File: src/rtl/hit_resolver_pkg.sv
// Shared fighter geometry constants, per-player state encoding and helpers.
// Imported by the resolver, the overlap test and the debug overlay so all use identical numbers.
package fighter_pkg;

    localparam int HITBOX_W      = 40;
    localparam int HITBOX_H      = 80;
    localparam int HITBOX_XOFF_R = 85;
    localparam int HITBOX_XOFF_L = 5;
    localparam int HITBOX_YOFF   = 5;

    localparam int HURTBOX_W     = 40;
    localparam int HURTBOX_H     = 45;
    localparam int HURTBOX_XOFF  = 40;
    localparam int HURTBOX_YOFF  = 53;

    typedef enum logic [1:0] {
        ST_IDLE    = 2'd0,
        ST_HITSTUN = 2'd1,
        ST_KO      = 2'd2
    } player_state_t;

    // Health never wraps below zero.
    function automatic logic [7:0] sat_sub8(input logic [7:0] a, input logic [7:0] b);
        return (a > b) ? (a - b) : 8'd0;
    endfunction

endpackage

File: src/rtl/hit_resolver_if.sv
// Combat bus between the fighter pipeline and hit_resolver.
// Block inputs exist only when HIT_BLOCK_EN is defined.
interface hit_resolver_if;
    logic       SCEN;
    logic [9:0] pos_x_a;
    logic [9:0] pos_y_a;
    logic [9:0] pos_x_b;
    logic [9:0] pos_y_b;
    logic       facing_right_a;
    logic       facing_right_b;
    logic       attack_active_a;
    logic       attack_active_b;
    logic       attack_damage_a;
    logic       attack_damage_b;
`ifdef HIT_BLOCK_EN
    logic       block_a;
    logic       block_b;
`endif
    logic       hit_pulse_a;
    logic       hit_pulse_b;
    logic       hitstun_active_a;
    logic       hitstun_active_b;
    logic [7:0] health_a;
    logic [7:0] health_b;
    logic       ko_a;
    logic       ko_b;
    logic       round_over;

    modport master (
`ifdef HIT_BLOCK_EN
        output block_a, block_b,
`endif
        output SCEN, pos_x_a, pos_y_a, pos_x_b, pos_y_b,
        output facing_right_a, facing_right_b,
        output attack_active_a, attack_active_b, attack_damage_a, attack_damage_b,
        input  hit_pulse_a, hit_pulse_b, hitstun_active_a, hitstun_active_b,
        input  health_a, health_b, ko_a, ko_b, round_over
    );

    modport slave (
`ifdef HIT_BLOCK_EN
        input  block_a, block_b,
`endif
        input  SCEN, pos_x_a, pos_y_a, pos_x_b, pos_y_b,
        input  facing_right_a, facing_right_b,
        input  attack_active_a, attack_active_b, attack_damage_a, attack_damage_b,
        output hit_pulse_a, hit_pulse_b, hitstun_active_a, hitstun_active_b,
        output health_a, health_b, ko_a, ko_b, round_over
    );
endinterface

File: src/rtl/hit_resolver_overlap.sv
// hit_overlap: combinational strict-AABB test of an attacker's hitbox against a defender's hurtbox.
// All box edges are formed in 11 bits so the right/bottom edges never wrap.
module hit_overlap
    import fighter_pkg::*;
(
    input  logic [9:0] atk_x,
    input  logic [9:0] atk_y,
    input  logic       atk_facing_right,
    input  logic [9:0] def_x,
    input  logic [9:0] def_y,
    output logic       overlap
);

    logic [10:0] hx0, hx1, hy0, hy1;
    logic [10:0] ux0, ux1, uy0, uy1;

    always_comb begin
        // Left-facing and vertical offsets clamp at the screen edge instead of wrapping.
        if (atk_facing_right)
            hx0 = {1'b0, atk_x} + 11'(HITBOX_XOFF_R);
        else if (atk_x < 10'(HITBOX_XOFF_L))
            hx0 = '0;
        else
            hx0 = {1'b0, atk_x} - 11'(HITBOX_XOFF_L);

        if (atk_y < 10'(HITBOX_YOFF))
            hy0 = '0;
        else
            hy0 = {1'b0, atk_y} - 11'(HITBOX_YOFF);

        hx1 = hx0 + 11'(HITBOX_W);
        hy1 = hy0 + 11'(HITBOX_H);

        ux0 = {1'b0, def_x} + 11'(HURTBOX_XOFF);
        uy0 = {1'b0, def_y} + 11'(HURTBOX_YOFF);
        ux1 = ux0 + 11'(HURTBOX_W);
        uy1 = uy0 + 11'(HURTBOX_H);

        overlap = (hx0 < ux1) && (ux0 < hx1) && (hy0 < uy1) && (uy0 < hy1);
    end

endmodule

File: src/rtl/hit_resolver.sv
// Two-player hit resolver: per-frame hit tests, damage, hitstun timers, KO and round-over.
// Build option HIT_BLOCK_EN adds block inputs (chip damage, no hitstun on a blocked hit).
module hit_resolver
    import fighter_pkg::*;
#(
    parameter int MAX_HEALTH     = 100,
    parameter int DAMAGE         = 10,
    parameter int HITSTUN_FRAMES = 20
`ifdef HIT_BLOCK_EN
    ,
    parameter int CHIP_DAMAGE    = 2
`endif
) (
    input  logic           clk,
    input  logic           reset,
    hit_resolver_if.slave  bus
);

    localparam logic [7:0] HEALTH_INIT = 8'(MAX_HEALTH);
    localparam logic [7:0] DMG_FULL    = 8'(DAMAGE);
    localparam logic [5:0] STUN_LOAD   = 6'(HITSTUN_FRAMES);

    // Index 0 is player A, index 1 is player B.
    logic [9:0] pos_x [2];
    logic [9:0] pos_y [2];
    logic [1:0] facing;
    logic [1:0] active;
    logic [1:0] damage;
    logic [1:0] blk;

    assign pos_x[0] = bus.pos_x_a;
    assign pos_x[1] = bus.pos_x_b;
    assign pos_y[0] = bus.pos_y_a;
    assign pos_y[1] = bus.pos_y_b;
    assign facing   = {bus.facing_right_b, bus.facing_right_a};
    assign active   = {bus.attack_active_b, bus.attack_active_a};
    assign damage   = {bus.attack_damage_b, bus.attack_damage_a};
`ifdef HIT_BLOCK_EN
    assign blk      = {bus.block_b, bus.block_a};
`else
    assign blk      = 2'b00;
`endif

    logic [1:0] overlap;    // overlap[d]: opponent's hitbox touches player d's hurtbox
    logic [1:0] hit;        // hit[d]: player d is hit on this SCEN
    logic [1:0] armed;
    logic [1:0] stun_busy;
    logic [1:0] ko_now;
    logic [1:0] ko_next;
    logic [1:0] pulse;
    logic [7:0] health [2];
    logic       gate;
    logic       round_over_reg;

    // Any live hitstun or KO freezes all hit acceptance, using pre-update state.
    assign gate = ~|stun_busy & ~|ko_now;

    generate
        for (genvar gi = 0; gi < 2; gi++) begin : g_player
            localparam int OPP = 1 - gi;

            logic [7:0]    health_reg, health_next;
            logic [5:0]    stun_reg, stun_next;
            player_state_t state_reg, state_next;
            logic          armed_reg, armed_next;
            logic          attack_prev_reg;
            logic          pulse_reg;
            logic [7:0]    dmg_amount;
            logic          load_stun;

            hit_overlap u_overlap (
                .atk_x            (pos_x[OPP]),
                .atk_y            (pos_y[OPP]),
                .atk_facing_right (facing[OPP]),
                .def_x            (pos_x[gi]),
                .def_y            (pos_y[gi]),
                .overlap          (overlap[gi])
            );

            assign hit[gi] = bus.SCEN & damage[OPP] & armed[OPP] & overlap[gi] & gate;

`ifdef HIT_BLOCK_EN
            assign dmg_amount = blk[gi] ? 8'(CHIP_DAMAGE) : DMG_FULL;
            assign load_stun  = hit[gi] & ~blk[gi];
`else
            assign dmg_amount = DMG_FULL;
            assign load_stun  = hit[gi] & ~blk[gi];
`endif

            always_comb begin
                health_next = health_reg;
                stun_next   = stun_reg;
                state_next  = state_reg;

                if (hit[gi])
                    health_next = sat_sub8(health_reg, dmg_amount);

                if (load_stun)
                    stun_next = STUN_LOAD;
                else if (bus.SCEN && stun_reg != 6'd0)
                    stun_next = stun_reg - 6'd1;

                case (state_reg)
                    ST_KO: state_next = ST_KO;
                    default: begin
                        if (health_next == 8'd0)
                            state_next = ST_KO;
                        else if (stun_next != 6'd0)
                            state_next = ST_HITSTUN;
                        else
                            state_next = ST_IDLE;
                    end
                endcase
            end

            // Armed tracks this player's own attack; it is spent by landing on the opponent.
            always_comb begin
                armed_next = armed_reg;
                if (!active[gi])
                    armed_next = 1'b0;
                else if (!attack_prev_reg)
                    armed_next = 1'b1;
                else if (hit[OPP])
                    armed_next = 1'b0;
            end

            always_ff @(posedge clk) begin
                if (reset) begin
                    health_reg      <= HEALTH_INIT;
                    stun_reg        <= '0;
                    state_reg       <= ST_IDLE;
                    armed_reg       <= 1'b0;
                    attack_prev_reg <= 1'b0;
                    pulse_reg       <= 1'b0;
                end else begin
                    health_reg      <= health_next;
                    stun_reg        <= stun_next;
                    state_reg       <= state_next;
                    armed_reg       <= armed_next;
                    attack_prev_reg <= active[gi];
                    pulse_reg       <= hit[gi];
                end
            end

            assign armed[gi]     = armed_reg;
            assign stun_busy[gi] = (stun_reg != 6'd0);
            assign ko_now[gi]    = (state_reg == ST_KO);
            assign ko_next[gi]   = (state_next == ST_KO);
            assign pulse[gi]     = pulse_reg;
            assign health[gi]    = health_reg;
        end
    endgenerate

    always_ff @(posedge clk) begin
        if (reset)
            round_over_reg <= 1'b0;
        else
            round_over_reg <= |ko_next;
    end

    assign bus.hit_pulse_a      = pulse[0];
    assign bus.hit_pulse_b      = pulse[1];
    assign bus.hitstun_active_a = stun_busy[0];
    assign bus.hitstun_active_b = stun_busy[1];
    assign bus.health_a         = health[0];
    assign bus.health_b         = health[1];
    assign bus.ko_a             = ko_now[0];
    assign bus.ko_b             = ko_now[1];
    assign bus.round_over       = round_over_reg;

endmodule
File: src/flat_wrapper.sv
// flat-port wrapper written by rule: the top's interface ports become plain ports
module hit_resolver_flat import fighter_pkg::*;
#(
    parameter int MAX_HEALTH     = 100,
    parameter int DAMAGE         = 10,
    parameter int HITSTUN_FRAMES = 20

)
  (clk, reset, bus_SCEN, bus_pos_x_a, bus_pos_y_a, bus_pos_x_b, bus_pos_y_b, bus_facing_right_a, bus_facing_right_b, bus_attack_active_a, bus_attack_active_b, bus_attack_damage_a, bus_attack_damage_b, bus_hit_pulse_a, bus_hit_pulse_b, bus_hitstun_active_a, bus_hitstun_active_b, bus_health_a, bus_health_b, bus_ko_a, bus_ko_b, bus_round_over);
  hit_resolver_if bus_i ();
  input  logic clk;
  input  logic reset;
  input wire logic [$bits(bus_i.SCEN)-1:0] bus_SCEN;
  input wire logic [$bits(bus_i.pos_x_a)-1:0] bus_pos_x_a;
  input wire logic [$bits(bus_i.pos_y_a)-1:0] bus_pos_y_a;
  input wire logic [$bits(bus_i.pos_x_b)-1:0] bus_pos_x_b;
  input wire logic [$bits(bus_i.pos_y_b)-1:0] bus_pos_y_b;
  input wire logic [$bits(bus_i.facing_right_a)-1:0] bus_facing_right_a;
  input wire logic [$bits(bus_i.facing_right_b)-1:0] bus_facing_right_b;
  input wire logic [$bits(bus_i.attack_active_a)-1:0] bus_attack_active_a;
  input wire logic [$bits(bus_i.attack_active_b)-1:0] bus_attack_active_b;
  input wire logic [$bits(bus_i.attack_damage_a)-1:0] bus_attack_damage_a;
  input wire logic [$bits(bus_i.attack_damage_b)-1:0] bus_attack_damage_b;
  output wire logic [$bits(bus_i.hit_pulse_a)-1:0] bus_hit_pulse_a;
  output wire logic [$bits(bus_i.hit_pulse_b)-1:0] bus_hit_pulse_b;
  output wire logic [$bits(bus_i.hitstun_active_a)-1:0] bus_hitstun_active_a;
  output wire logic [$bits(bus_i.hitstun_active_b)-1:0] bus_hitstun_active_b;
  output wire logic [$bits(bus_i.health_a)-1:0] bus_health_a;
  output wire logic [$bits(bus_i.health_b)-1:0] bus_health_b;
  output wire logic [$bits(bus_i.ko_a)-1:0] bus_ko_a;
  output wire logic [$bits(bus_i.ko_b)-1:0] bus_ko_b;
  output wire logic [$bits(bus_i.round_over)-1:0] bus_round_over;
  assign bus_i.SCEN = bus_SCEN;
  assign bus_i.pos_x_a = bus_pos_x_a;
  assign bus_i.pos_y_a = bus_pos_y_a;
  assign bus_i.pos_x_b = bus_pos_x_b;
  assign bus_i.pos_y_b = bus_pos_y_b;
  assign bus_i.facing_right_a = bus_facing_right_a;
  assign bus_i.facing_right_b = bus_facing_right_b;
  assign bus_i.attack_active_a = bus_attack_active_a;
  assign bus_i.attack_active_b = bus_attack_active_b;
  assign bus_i.attack_damage_a = bus_attack_damage_a;
  assign bus_i.attack_damage_b = bus_attack_damage_b;
  assign bus_hit_pulse_a = bus_i.hit_pulse_a;
  assign bus_hit_pulse_b = bus_i.hit_pulse_b;
  assign bus_hitstun_active_a = bus_i.hitstun_active_a;
  assign bus_hitstun_active_b = bus_i.hitstun_active_b;
  assign bus_health_a = bus_i.health_a;
  assign bus_health_b = bus_i.health_b;
  assign bus_ko_a = bus_i.ko_a;
  assign bus_ko_b = bus_i.ko_b;
  assign bus_round_over = bus_i.round_over;
  hit_resolver #(.MAX_HEALTH(MAX_HEALTH), .DAMAGE(DAMAGE), .HITSTUN_FRAMES(HITSTUN_FRAMES)) u_core (.clk(clk), .reset(reset), .bus(bus_i));
endmodule
File: config.mk
export PLATFORM = sky130hd
export DESIGN_NAME = hit_resolver_flat
export DESIGN_NICKNAME = d
export VERILOG_FILES = /design/src/rtl/hit_resolver_pkg.sv /design/src/rtl/hit_resolver_if.sv /design/src/rtl/hit_resolver_overlap.sv /design/src/rtl/hit_resolver.sv /design/src/flat_wrapper.sv
export SDC_FILE = /design/constraint.sdc
export NUM_CORES = 1
export LEC_CHECK = 0
export ABC_AREA = 1
export BUFFER_PORTS_ARGS = -buffer_cell sky130_fd_sc_hd__buf_2
export CELL_PAD_IN_SITES_DETAIL_PLACEMENT = 1
export CELL_PAD_IN_SITES_GLOBAL_PLACEMENT = 2
export CORE_MARGIN = 2
export CORE_UTILIZATION = 30
export DETAILED_ROUTE_END_ITERATION = 10
export PLACE_DENSITY = 0.83
export SLEW_MARGIN = 20
export SYNTH_ARGS = -nofsm -noshare
export SYNTH_HDL_FRONTEND = slang
export SYNTH_HIERARCHICAL = 1
export SYNTH_SLANG_ARGS = --single-unit
File: constraint.sdc
create_clock -name clk -period 3.95 [get_ports clk]
set_input_delay 0.5925 -clock clk [delete_from_list [all_inputs] [get_ports clk]]
set_output_delay 0.5925 -clock clk [all_outputs]
set_load 0.005 [all_outputs]
==> results of run 1 <==
-- kinds of logic after synthesis --
kind of cell | after synthesis | synth area share, %
fa+ha+maj | 102 | 16.6
compound gates | 115 | 8.32
buf+inv | 228 | 11.8
xor+xnor | 59 | 7.37
flops | 39 | 10.2
simple gates | 756 | 45.7
-- final cells by class --
type	count	area share [%]
tap	330	3.39
multi-input combinational	1032	56.6
sequential	39	6.42
clock buffer	6	1.06
timing repair buffer	421	25.7
inverter	217	6.83
-- power by group through the flow --
stage	combinational, uW	sequential (uW)	clock, uW
after detailed placement	1920	510	0
after floorplan	1150	498	0
after global routing	2440	512	402
final	2180	504	375
after global placement	1850	508	0
after CTS	2050	503	385
-- repair_timing --
item / 4_1_cts / 5_1_grt
pin swaps: 72 / 88
resized for setup: 135 / 141
setup buffers: 48 / 14
endpoints found under the setup margin: 20 / 33
-- synthesized netlist by cell type, drive strengths merged --
| cell | count |
|---|---|
| nand2 | 405 |
| and2 | 1 |
| nand3b | 3 |
| o2111ai | 1 |
| a21o | 2 |
| dfxtp | 39 |
| inv | 216 |
| or2 | 8 |
| nor3b | 2 |
| a21oi | 47 |
| nor4 | 3 |
| buf | 8 |
| nor3 | 15 |
| nand4 | 30 |
| o211ai | 2 |
| a22oi | 1 |
| a41oi | 2 |
| ha | 102 |
| a31oi | 3 |
| nor2 | 163 |
| xor2 | 45 |
| a21boi | 2 |
| clkinv | 1 |
| o21a | 2 |
| xnor2 | 14 |
| clkbuf | 3 |
| and3 | 1 |
| o21bai | 1 |
| nand3 | 125 |
| o21ai | 52 |
-- worst min-delay path by stage --
stage                                                            to  depth (start not counted)
after floorplan           u_core/g_player[0].armed_reg$_SDFFE_PP0P_                          1
after global placement    u_core/g_player[0].armed_reg$_SDFFE_PP0P_                          1
after detailed placement  u_core/g_player[0].armed_reg$_SDFFE_PP0P_                          1
after CTS                 u_core/g_player[0].armed_reg$_SDFFE_PP0P_                          1
after global routing      u_core/g_player[0].armed_reg$_SDFFE_PP0P_                          1
final                     u_core/g_player[0].armed_reg$_SDFFE_PP0P_                          1
-- per-layer routing --
| metal | vias to the layer above | global-route usage, % | wire length, um | share of wire (%) |
|---|---|---|---|---|
| li1 | 4965 | - | - | - |
| met5 | - | 0 | 0 | 0 |
| met3 | 30 | 1.46 | 365 | 1.2 |
| met4 | 0 | 4.15 | 380 | 1.3 |
| met1 | 4663 | 25.3 | 13000 | 44 |
| met2 | 97 | 40.7 | 15900 | 54 |
-- cells in the final DEF, fill, tap and decap left out, drive strengths merged, types with 2 or more instances in the layout --
master / n
a21boi: 2
a21o: 2
a21oi: 47
a31oi: 3
a41oi: 2
buf: 420
clkbuf: 7
dfxtp: 39
ha: 102
inv: 215
nand2: 405
nand3: 125
nand3b: 3
nand4: 30
nor2: 163
nor3: 15
nor3b: 2
nor4: 3
o211ai: 2
o21a: 2
o21ai: 52
or2: 8
xnor2: 14
xor2: 45
-- through the flow --
| step | worst slack (ps) | cell area (sq um) | setup TNS (ps) | instances |
|---|---|---|---|---|
| after detailed placement | -634 | 10600 | -10300 | 1978 |
| after CTS | -37.2 | 11500 | -54.5 | 2032 |
| after floorplan | 99.8 | 7670 | 0 | 1299 |
| after global placement | -471 | 10600 | -5960 | 1978 |
| final | 16.8 | 12200 | 0 | 2045 |
| after global routing | -298 | 12200 | -1780 | 2045 |
==> results.md, run 1 <==
Final layout:
- In the final layout, flip-flops and latches occupy 781 sq um.
- The area growth from synthesis to final layout is 58.5%.
- The final-layout fill cell count is 3350.
- The final net count is 1867.
- The number of flip-flops in the largest register is 12.
- Summing all multi-input logic gate instances after layout gives 6890 sq um.
- The final cell utilization of the core is 48.3%.
- The count of antenna diodes in the layout is 0.
- The proportion of layout cells with a drive suffix above 1 is 41.9%.

Worst setup path:
- The highest-delay cell along the critical path is ha_4.
- In this run the worst setup path terminates at u_core/g_player[0].state_reg[0]$_SDFF_PP0_.
- The most prevalent standard cell on the critical path is nand2_1.
- The launch point of the worst reg-to-reg path is u_core/g_player[0].stun_reg[0]$_SDFF_PP0_.
- In this run the critical register-to-register path is captured at u_core/g_player[0].state_reg[0]$_SDFF_PP0_.
- Broken down by cell family, the worst path's largest delay share belongs to simple AND/OR/NAND/NOR gates.
- The worst setup path is captured at a register.
- Along the worst path, the maximum fanout reaches 7.
- The worst setup path is of the in2reg kind.
- Together, buffers and inverters on the worst path number 3.
- The setup slack of the most critical reg-to-reg path is 1890 ps.
- The number of cells on the worst reg-to-reg path is 13.
- For the worst setup path, the data arrival time is 4080 ps.
- The start point of the critical path is bus_pos_x_b[1].
- Counting buffers and inverters, the worst setup path is 32 cells deep.
- The kind of start point of the critical path is an input port.
- Data on the critical path is required at its endpoint by 4090 ps.
- The maximum cell stage delay along the critical path is 240 ps.

Power and ir drop:
- The net switching power is 1420 uW.
- Of the total power, the share spent switching nets is 46.3%.
- IR analysis of the VDD net gives a maximum drop of 255 uV.
- The share of total power in sequential cells is 16.5%.
- The power density over the cells is 252 nW/um^2.
- The internal power of the cells totals 1650 uW.
- Summed over all cells, the static leakage comes to 0.00661 uW.
- The clock network fraction of total power is 12.3%.
- The relative contribution of combinational cells to total power is 71.3%.
- The final total power is 3060 uW.

Global route:
- The pin count of the biggest net entering global routing is 27.
- The number of global-route vias before repair is 10100.
- Global routing finished with a remaining overflow of 0.
- The total track usage is 21.0%.
- The initial antenna violation count is 0.
- The wire length of the first global-routing pass is 46700 um.

Die:
- The placeable core region is 25200 sq um.
- The floorplan step set the die height to 164 um.
- The total number of placement rows is 58.
- The floorplan step defined a die boundary enclosing 26900 sq um.
- The die is 164 um wide.
- In this run the count of I/O pins placed on the die edge is 72.
- The starting utilization of the core area is 30.5%.

Yosys:
- In the synthesized netlist, the number of instances is 1299.
- The fraction of post-synthesis cell area in the top cell type by area is 18.3%.
- The mean instance size in the synthesized netlist is 5.91 sq um.
- Yosys mapped the design onto 49 distinct sky130hd cell types.
- The biggest area contributor in the post-synthesis netlist is nand2_1.
- The total of warnings raised by yosys is 6.
- The number of nets in the synthesized netlist is 1450.
- The summed instance area of the synthesized netlist is 7670 sq um.
- In this run, synthesis produced a sequential element count of 39.
- The sequential fraction of the synthesis area is 10.2%.
- Ranked by total cell area, the synthesized netlist is headed by nand2_1 (18%), ha_1 (17%), dfxtp_1 (10%), inv_1 (9.7%), nand3_1 (7.1%).

Route:
- After detailed routing, the average wire length per cell comes to 14.5 um.
- The per-cell via count in the routed design is 4.77.
- In this run, the number of DRC markers left after iteration 0 of detailed routing was 293.
- The first TritonRoute pass finished after 4 iterations.
- Summed over all layers, the routed wires come to 29700 um.
- The detailed router placed 9755 vias in this run.
- Once detail routing completed, the nets flagged for antenna violations numbered 0.
- For this run, design rule violations remaining after detail routing come to 0.

Min path:
- The startpoint of the most critical hold path is u_core/g_player[0].attack_prev_reg$_SDFF_PP0_.
- The worst hold path belongs to the class reg2reg.

Clock tree:
- The worst-case clock buffer depth is 2.
- The latest clock arrival within the worst-skew pair is 280 ps.
- The clock sink count is 39.
- The count of hold-fix buffers inserted at cts is 0.
- The clock slew seen by the registers of the worst setup and hold paths is 60 ps.
- The total clock buffers created by CTS is 5.
- TritonCTS built the clock tree.
- The tree is rooted in a clkbuf_16.
- The number of H-tree branching levels is 2.

Timing:
- Derived from the worst setup path, the maximum achievable clock frequency is 0.254 GHz.
- The final critical delay including setup and external delays is 3930 ps.
- The final hold violation count is 0.
- Setup repair after global routing could not meet its margin everywhere.
- The share of the clock period used by the worst path after layout is 99.6%.
- The transition time at the pin with the least slew margin is 577 ps.
- The number of endpoints failing setup at the final stage is 0.
- The final max-slew violation count came to 0.
- The max-slew headroom at the worst pin is 61.1%.
- The worst clock skew on the final layout is 3.39 ps.
- The smallest hold slack is 410 ps.

Job:
- The number of max-cap violations is 0.

Place:
- Port buffering added 71 buffers.
- The final estimated routing congestion in global placement is 0.863.
- Detailed placement finished with a half-perimeter wire length of 22700 um.

Run status:
- The flow ran to the end, and the final reports show no timing, DRC or antenna violations.
Note: power is estimated with default switching activity, not from simulation.
==> inputs of run 2 (changes only) <==
CORE_ASPECT_RATIO = 0.75   (was not set)
==> run 2 against run 1 <==
  * The flow now finishes with violations (setup timing)
  * Clock skew rose by 3.0 ps
  * Die area barely moved
  * Clock power rose by 10%
  * Register-to-register slack barely moved
==> results.md, run 2 (synthesis gave the netlist of run 1 again) <==
Final layout:
- The proportion of layout cells with a drive suffix above 1 is 38.5%.
- The register with the most flip-flops in the layout has 12 of them.
- The library cells used most frequently in the layout, excluding fill and tap cells, are nand2_1 (325), buf_4 (314), inv_1 (181), nor2_1 (121), nand3_1 (98).
- The library cell used most frequently in the layout, excluding fill and tap cells, is nand2_1.
- The count of antenna diodes in the layout is 0.
- For this run, the number of standard cells in the final layout without fillers is 2023.
- The final net count is 1835.
- The area growth from synthesis to final layout is 52.8%.

Timing:
- The smallest hold slack is 425 ps.
- The transition time at the pin with the least slew margin is 585 ps.
- Setup repair after global routing could not meet its margin everywhere.
- The final hold violation count came to 0.
- In the finished design, the share of the clock period the worst path needs comes to 102%.
- The final max-slew violation count was 0.
- Headroom to the max-slew limit came out at 60.6%.
- Timing would allow up to 0.249 GHz.
- The final critical delay including setup and external delays is 4020 ps.
- The number of endpoints failing setup at the final stage is 5.
- The smallest setup slack after layout is -72.5 ps.
- For the final database, setup skew stands at 6.40 ps.

Worst setup path:
- The number of cells traversed by the worst register-to-register path is 14.
- The critical path in this run is classified as in2reg.
- The data arrival time of the worst path is 4250 ps.
- The data required time at the worst endpoint is 4180 ps.
- The maximum cell stage delay along the critical path is 240 ps.
- Counting stages on the worst path, the most repeated cell is nand2_1.
- Of all nets on the critical path, the largest fanout is 6.
- The startpoint identified for the worst register-to-register timing path is u_core/g_player[1].stun_reg[0]$_SDFF_PP0_.
- In this run the critical register-to-register path is captured at u_core/bus.round_over$_SDFF_PP0_.
- The largest individual stage delay along the critical path comes from the cell ha_4.
- The worst setup path is launched from an input port.
- For flop-to-flop paths, the worst setup slack is 1890 ps.
- The type of destination of the critical path is a register.

Die:
- The die covers 26900 sq um.
- From left edge to right edge, the die measures 189 um.
- The number of top-level design ports is 72.
- The die span in y is 143 um.
- The starting utilization of the core area is 30.7%.
- The floorplan has 50 rows.
- The placeable core region is 25000 sq um.

Route:
- The first routing iteration left 330 violations.
- The average detailed-routed wire length per instance is 14.3 um.
- The first TritonRoute pass finished after 4 iterations.
- The total DRC errors in the routed layout is 0.
- The total via count in the routed design is 9537.
- After detailed routing, the total wire length is 29000 um.
- Using the TritonRoute via totals, the vias-per-cell ratio works out to 4.71.
- The count of nets left with antenna violations once routing finished came out at 0.

Global route:
- The first global-routing pass estimated 47700 um of wire.
- For this run the aggregate overflow at the end of global routing stands at 0.
- For met1 alone, demand over resource in global routing was 29.8%.
- For this run, the total global-route usage over all layers was measured as 21.3%.
- The initial antenna violation count is 0.
- The layer flagged by global routing as most heavily used is met2.
- Entering global routing, the biggest net connects 27 pins.
- The number of global-route vias before repair is 9890.
- Global routing used 36.5% of the available met2 tracks.
- In the global route stage, met3 resource usage came out at 2.00%.

Run status:
- The final reports fail on setup timing.
- The run finished, with violations left.

Min path:
- The path with the worst hold slack has its endpoint at u_core/g_player[1].armed_reg$_SDFFE_PP0P_.
- The startpoint of the most critical hold path is u_core/g_player[1].attack_prev_reg$_SDFF_PP0_.
- The hold path depth is 1.
- The tightest min-delay check is of the reg2reg type.

Place:
- The final estimated routing congestion in global placement is 0.869.
- The HPWL after detailed placement is 24100 um.
- The total of buffers placed on input and output ports is 71.
- The cell count after placement is 1986.
- At the placement stage, the worst setup path has a slack of -742 ps.

Clock tree:
- The longest clock path from root to sink contains 2 buffers.
- The count of hold-fix buffers inserted at cts is 0.
- The clock root buffer master is clkbuf_16.
- The CTS tree is yes.
- Counting the buffers created by CTS gives 5.
- The clock sink count is 39.
- The clock slew seen by the registers of the worst setup and hold paths is 60 ps.
- The number of H-tree branching levels is 2.
- Clock latency on the worst-skew pair, taken at its later pin, is 290 ps.

Job:
- Max-cap violations in this run came to 0.

Power and ir drop:
- Dividing total power by cell area gives a power density of 261 nW/um^2.
- The maximum ir drop on the vdd rail is 253 uV.
- The leakage component of the power is 0.00643 uW.
==> run 2: cell types whose count changed in the layout (fill, tap and decap cells not counted), sizes merged <==
cell,delta
buf,-32
clkinvlp,-1
clkinv,+1
nand3,+1
inv,+1
==> run 2: per-layer routing <==
metal  wire length [um]  up-vias
li1                   -     4900
met1              14700     4511
met2              13400      107
met3                647       19
met4                269        0
met5                  0        -
==> run 2: critical path: cells and delay by family <==
family                     cells  cell delay [ps]
adders and majority gates      1              240
and+or+nand+nor               25             2550
AOI/OAI and AO/OA              3              420
buffers and inverters          4              430
==> run 2: worst max-delay path by stage <==
| stage | slack (ps) | depth (start not counted) | endpoint | from |
|---|---|---|---|---|
| floorplan | 100 | 34 | u_core/g_player[1].state_reg[0]$_SDFF_PP0_ | bus_pos_y_a[0] |
| global placement | -630 | 35 | u_core/bus.round_over$_SDFF_PP0_ | bus_pos_x_b[0] |
| detailed placement | -740 | 35 | u_core/bus.round_over$_SDFF_PP0_ | bus_pos_x_b[0] |
| CTS | -50 | 34 | u_core/bus.round_over$_SDFF_PP0_ | bus_pos_y_b[1] |
| global route | -460 | 32 | u_core/bus.round_over$_SDFF_PP0_ | bus_pos_y_a[1] |
| finish | -70 | 33 | u_core/bus.round_over$_SDFF_PP0_ | bus_pos_x_b[3] |
==> run 2: what timing repair did <==
item	4_1_cts	5_1_grt
hold endpoints to repair	0	0
pin swaps	58	60
endpoints found under the setup margin	16	30
resized for setup	113	98
buffers inserted	16	12
gates cloned	1	0
==> run 2: cell type report <==
type                       instances  area [sq um]
clock buffer                       7           143
clock inverter                     1          8.76
fill                            3349         13300
inverter                         217           822
multi-input combinational       1033          6720
sequential                        39           781
tap                              338           423
timing repair buffer             388          2830
==> run 2: power by group <==
group	internal (uW)	total, uW	switching [uW]
logic	933	2150	1210
clock network	253	414	162
registers	454	504	49.4
total	1640	3070	1430
==> run 2: metrics by stage <==
stage	utilization, %	power, uW	setup TNS [ps]	cell area (sq um)
2_1_floorplan	-	1650	0	7670
3_3_place_gp	42.2	2370	-7680	10600
3_5_place_dp	42.2	2450	-11150	10600
4_1_cts	45.0	2990	-72.4	11300
5_1_grt	46.9	3360	-4670	11700
6_report	46.9	3070	-282	11700
